`src/rtl/alu_share_arb.sv`:
```
// Two-requester front end for one shared combinational ALU: IDLE grants one
// request, EXEC captures the ALU outputs, RESP holds the response until consumed.
module alu_share_arb #(
   parameter int RR_EN = 1
) (
   input  logic        clk,
   input  logic        resetn,
   input  logic        req0_valid,
   output logic        req0_ready,
   input  logic [4:0]  req0_op,
   input  logic [31:0] req0_a,
   input  logic [31:0] req0_b,
   input  logic        req1_valid,
   output logic        req1_ready,
   input  logic [4:0]  req1_op,
   input  logic [31:0] req1_a,
   input  logic [31:0] req1_b,
   output logic        rsp0_valid,
   input  logic        rsp0_ready,
   output logic [31:0] rsp0_result,
   output logic        rsp0_zero,
   output logic        rsp0_overflow,
   output logic        rsp1_valid,
   input  logic        rsp1_ready,
   output logic [31:0] rsp1_result,
   output logic        rsp1_zero,
   output logic        rsp1_overflow,
   output logic [4:0]  alu_op,
   output logic [31:0] alu_a,
   output logic [31:0] alu_b,
   input  logic [31:0] alu_result,
   input  logic        alu_zero,
   input  logic        alu_overflow,
   output logic        busy
);

   typedef enum logic [1:0] {IDLE, EXEC, RESP} state_t;

   state_t state;
   logic   gid;
   logic   last;
   logic   gnt_any;
   logic   gnt_id;
   logic   rsp_hs;

   // Grant is only offered while out of reset so nothing is accepted before
   // the first rising edge with resetn high.
   always_comb begin
      gnt_any = 1'b0;
      gnt_id  = 1'b0;
      if (state == IDLE && resetn) begin
         gnt_any = req0_valid | req1_valid;
         if (req0_valid && req1_valid)
            gnt_id = (RR_EN != 0) ? ~last : 1'b0;
         else
            gnt_id = req1_valid;
      end
   end

   assign req0_ready = gnt_any & ~gnt_id;
   assign req1_ready = gnt_any &  gnt_id;
   assign rsp0_valid = (state == RESP) & ~gid;
   assign rsp1_valid = (state == RESP) &  gid;
   assign rsp_hs     = (rsp0_valid & rsp0_ready) | (rsp1_valid & rsp1_ready);
   assign busy       = (state != IDLE);

   always_ff @(posedge clk or negedge resetn) begin
      if (!resetn) begin
         state         <= IDLE;
         gid           <= 1'b0;
         last          <= 1'b1;
         alu_op        <= '0;
         alu_a         <= '0;
         alu_b         <= '0;
         rsp0_result   <= '0;
         rsp0_zero     <= 1'b0;
         rsp0_overflow <= 1'b0;
         rsp1_result   <= '0;
         rsp1_zero     <= 1'b0;
         rsp1_overflow <= 1'b0;
      end else begin
         case (state)
            IDLE: begin
               if (gnt_any) begin
                  alu_op <= gnt_id ? req1_op : req0_op;
                  alu_a  <= gnt_id ? req1_a  : req0_a;
                  alu_b  <= gnt_id ? req1_b  : req0_b;
                  gid    <= gnt_id;
                  last   <= gnt_id;
                  state  <= EXEC;
               end
            end
            EXEC: begin
               if (gid) begin
                  rsp1_result   <= alu_result;
                  rsp1_zero     <= alu_zero;
                  rsp1_overflow <= alu_overflow;
               end else begin
                  rsp0_result   <= alu_result;
                  rsp0_zero     <= alu_zero;
                  rsp0_overflow <= alu_overflow;
               end
               state <= RESP;
            end
            RESP: begin
               if (rsp_hs)
                  state <= IDLE;
            end
            default: state <= IDLE;
         endcase
      end
   end

endmodule

```
`config.mk`:
```
export PLATFORM = sky130hd
export DESIGN_NAME = alu_share_arb
export DESIGN_NICKNAME = d
export VERILOG_FILES = /design/src/rtl/alu_share_arb.sv
export SDC_FILE = /design/constraint.sdc
export NUM_CORES = 1
export LEC_CHECK = 0
export ABC_AREA = 1
export BUFFER_PORTS_ARGS = -buffer_cell sky130_fd_sc_hd__buf_2
export CORE_ASPECT_RATIO = 1.2
export CORE_MARGIN = 5
export CORE_UTILIZATION = 31
export DETAILED_ROUTE_END_ITERATION = 10
export GPL_TIMING_DRIVEN = 0
export SETUP_SLACK_MARGIN = 0.5
export SLEW_MARGIN = 40
export SYNTH_ARGS = -nofsm -noshare
export SYNTH_HDL_FRONTEND = slang
export SYNTH_SLANG_ARGS = --single-unit
```
`constraint.sdc`:
```
create_clock -name clk -period 1.83 [get_ports clk]
set_clock_uncertainty 0.2 [all_clocks]
set_input_delay 0.0915 -clock clk [delete_from_list [all_inputs] [get_ports clk]]
set_output_delay 0.0915 -clock clk [all_outputs]
set_load 0.03 [all_outputs]
```
==> out/qor.csv <==
metric,value,unit
status,"complete, but fails checks",
violations,negative hold slack,
power_density,1600,mW/mm²
num_vias,7339,
static-leakage-power,6.29,nW
cp_num_cells,7,
ant_nets,0,
place_inst,1241,
period_minus_slack,1.79,ns
setup_viol,0,
slew_viol_final,0,
finalWeightedCongestion,0.824,
dieArea,0.0222,mm²
ys_seq_area_frac,0.590,
worst-path-buf-inv,3,
track_usage,0.231,
cts_htree_levels,4,
finalHoldViolCount,141,
setup.worst_path.start_class,flip-flop,
drive_gt1_frac,0.445,
max_freq,558,MHz
m1WireLength,9730,µm
fin_crit_sh,0.979,
route.met3.wl,2190,µm
io_buffers,319,
wirelength,26700,µm
clock_path_buffers,2,
avgSynthCellArea,9.01,µm²
rsz0062_at_grt,yes,
drv_cap,0,
routedWlPerCell,17.7,µm
drt_iter0_drc,315,
grt_pass1_wl,40400,µm
cp-end-kind,primary output,
top_layer,met4,
clk_pin_slew,0.06,ns
crit_path_cell_trace,"inv_2, nand2_4, nor2_4, nand2_4, buf_8, nor2_4, buf_6",
pre_cts_ws,-0.214,ns
antenna_found_initial,0,
synth_cells,664,
setup_ws,0.0391,ns
grt_pass1_vias,7681,
core,0.0189,mm²
root_buffer,clkbuf_16,
clk_latency,0.41,ns
die_w,137,µm
worstPathArrival,1.50,ns
num_rows,55,
irDropWorstVdd,0.000908,V
slew_headroom,0.672,
ys_warn_count,0,
yosysUniqueCellTypes,17,
slowest_delay,0.39,ns
ys_ff_latch,141,
initial_core_util,0.316,
clock_sinks,141,
routed_via_density,4.88,
reg2regPathDepth,10,
pin_count,320,
syn_to_final_growth,99.9,%
netlist_area,0.00598,mm²
crit_slowest_cell,dfrtp_1,
fin_hold_ws,-0.661,ns
drc_errors,0,
fillCellCount,1468,
dr.pass1.iters,4,
cts_buffers,17,
die_h,162,µm
cts_tree,built,
cp_top_family,flip-flops,
setup.worst_path.class,flip-flop to primary output,
grt_max_degree,57,
dp_hpwl,16500,µm
synth_nets,842,
hold_buffers,174,
hold_class,input port to asynchronous set/reset pin,
worst_pin_slew,0.492,ns
nNetsFinal,1411,
grt-ovfl-total,0,
critPathMaxFanout,3,
fin_cells,1504,
crit_required,1.54,ns
dr_wl_met2,13500,µm
repair_timing:
action,in CTS,in global routing
endpoints found under the setup margin,149,160
resized for setup,194,141
endpoints found under the hold margin,279,140
buffers inserted,24,16
pin swaps,29,31
gates cloned,7,8
placed cells by master, fill, tap and decap left out, types with 2 or more instances in the layout:
| cell type | instances |
|---|---|
| buf_2 | 298 |
| dlygate4sd3_1 | 174 |
| nand2_1 | 160 |
| dfrtp_1 | 139 |
| nand4_1 | 70 |
| inv_1 | 40 |
| nand3_1 | 38 |
| nand3_2 | 33 |
| buf_4 | 32 |
| buf_6 | 31 |
| o21ai_1 | 31 |
| o21ai_0 | 31 |
| nand2_4 | 29 |
| clkbuf_16 | 26 |
| nand2_2 | 24 |
| buf_8 | 24 |
| buf_12 | 9 |
| clkbuf_1 | 7 |
| buf_16 | 7 |
| o21ai_2 | 6 |
| clkinvlp_4 | 6 |
| clkbuf_4 | 5 |
| inv_6 | 5 |
| clkbuf_8 | 4 |
| inv_2 | 3 |
| nor2_4 | 3 |
| clkbuf_2 | 3 |
| diode_2 | 2 |
| nand3_4 | 2 |
cells by family after synthesis:
group	count (synthesis)	share of synthesized area
flip-flops	141	0.590
buffers and inverters	93	0.0761
AND/OR/NAND/NOR	360	0.275
AO/OA/AOI/OAI	70	0.0592
cell usage after synthesis:
cell type  instances  area (µm²)
nor3_1             1        5.00
nor2_4             2        22.5
nand2_1          209         785
inv_1             42         158
o21ai_0           69         345
inv_2              2        7.51
buf_6              8        90.1
dfrtp_1          140        3500
nor2_1             1        3.75
o221ai_1           1        8.76
nand2_2            4        25.0
nand4_1           70         438
clkbuf_1          16        60.1
buf_4              6        45.0
buf_2             19        95.1
nand3_1           73         365
dfstp_2            1        26.3
report_power, final:
group | switching, mW | internal [mW]
clock network | 1.41 | 1.82
logic | 6.33 | 3.91
registers | 0.951 | 4.66
registers in the layout, indices dropped and copies added (netlist names):
| signal | count |
|---|---|
| alu_a | 32 |
| alu_b | 32 |
| alu_op | 5 |
| gid | 1 |
| last | 1 |
| rsp0_overflow | 1 |
| rsp0_result | 32 |
| rsp0_zero | 1 |
| rsp1_overflow | 1 |
| rsp1_result | 32 |
| rsp1_zero | 1 |
| state | 2 |
layout make-up:
class / count / area (µm²) / share of cell area
diodes: 2 / 5.00 / 0.000418
clock inverters: 11 / 85.1 / 0.00711
repair buffers: 550 / 4290 / 0.359
flip-flops and latches: 141 / 3530 / 0.295
clock buffers: 21 / 460 / 0.0385
inverters: 44 / 170 / 0.0142
plain buffers: 49 / 589 / 0.0493
multi-input cells: 430 / 2510 / 0.210
well taps: 256 / 320 / 0.0268
routing by layer:
metal / vias up / global-route usage
met4: 0 / 0.111
li1: 3378 / -
met1: 3478 / 0.268
met3: 84 / 0.0616
met5: - / 0
met2: 399 / 0.394
per-stage QoR:
step                      power (mW)  utilization  TNS (ns)  hold slack (ns)  instance area, µm²
final                           19.1        0.632         0           -0.661               12000
after global placement          13.3        0.419   -418.64            0.111                7930
after CTS                       18.1        0.596  -0.00256           -0.670               11300
after global routing            20.1        0.632    -0.310           -0.663               12000
after detailed placement        13.4        0.422    -10.13           -0.219                7990
after floorplan                 10.6            -         0           -0.404                6010
worst reg2reg max path: cells and delay by family, from the launching register on:
kind          cells  cell delay, ns
buf+inv           6            0.72
flops             1            0.39
simple gates      4            0.40
worst paths after layout:
kind | startpoint | to | slack (ns)
setup / recovery | state[0]$_DFFE_PN0P_ | req0_ready | 0.04
hold / removal | resetn | rsp1_result[13]$_DFFE_PN0P_ | -0.66
min in group clk | req1_valid | alu_op[2]$_DFFE_PN0P_ | 0.04
setup reg to reg | state[0]$_DFFE_PN0P_ | alu_a[5]$_DFFE_PN0P_ | 0.08
hold reg to reg | rsp1_result[6]$_DFFE_PN0P_ | rsp1_result[6]$_DFFE_PN0P_ | 0.28
max in group asynchronous | resetn | last$_DFFE_PN1P_ | 1.45
Power figures use the tool's default switching activity.
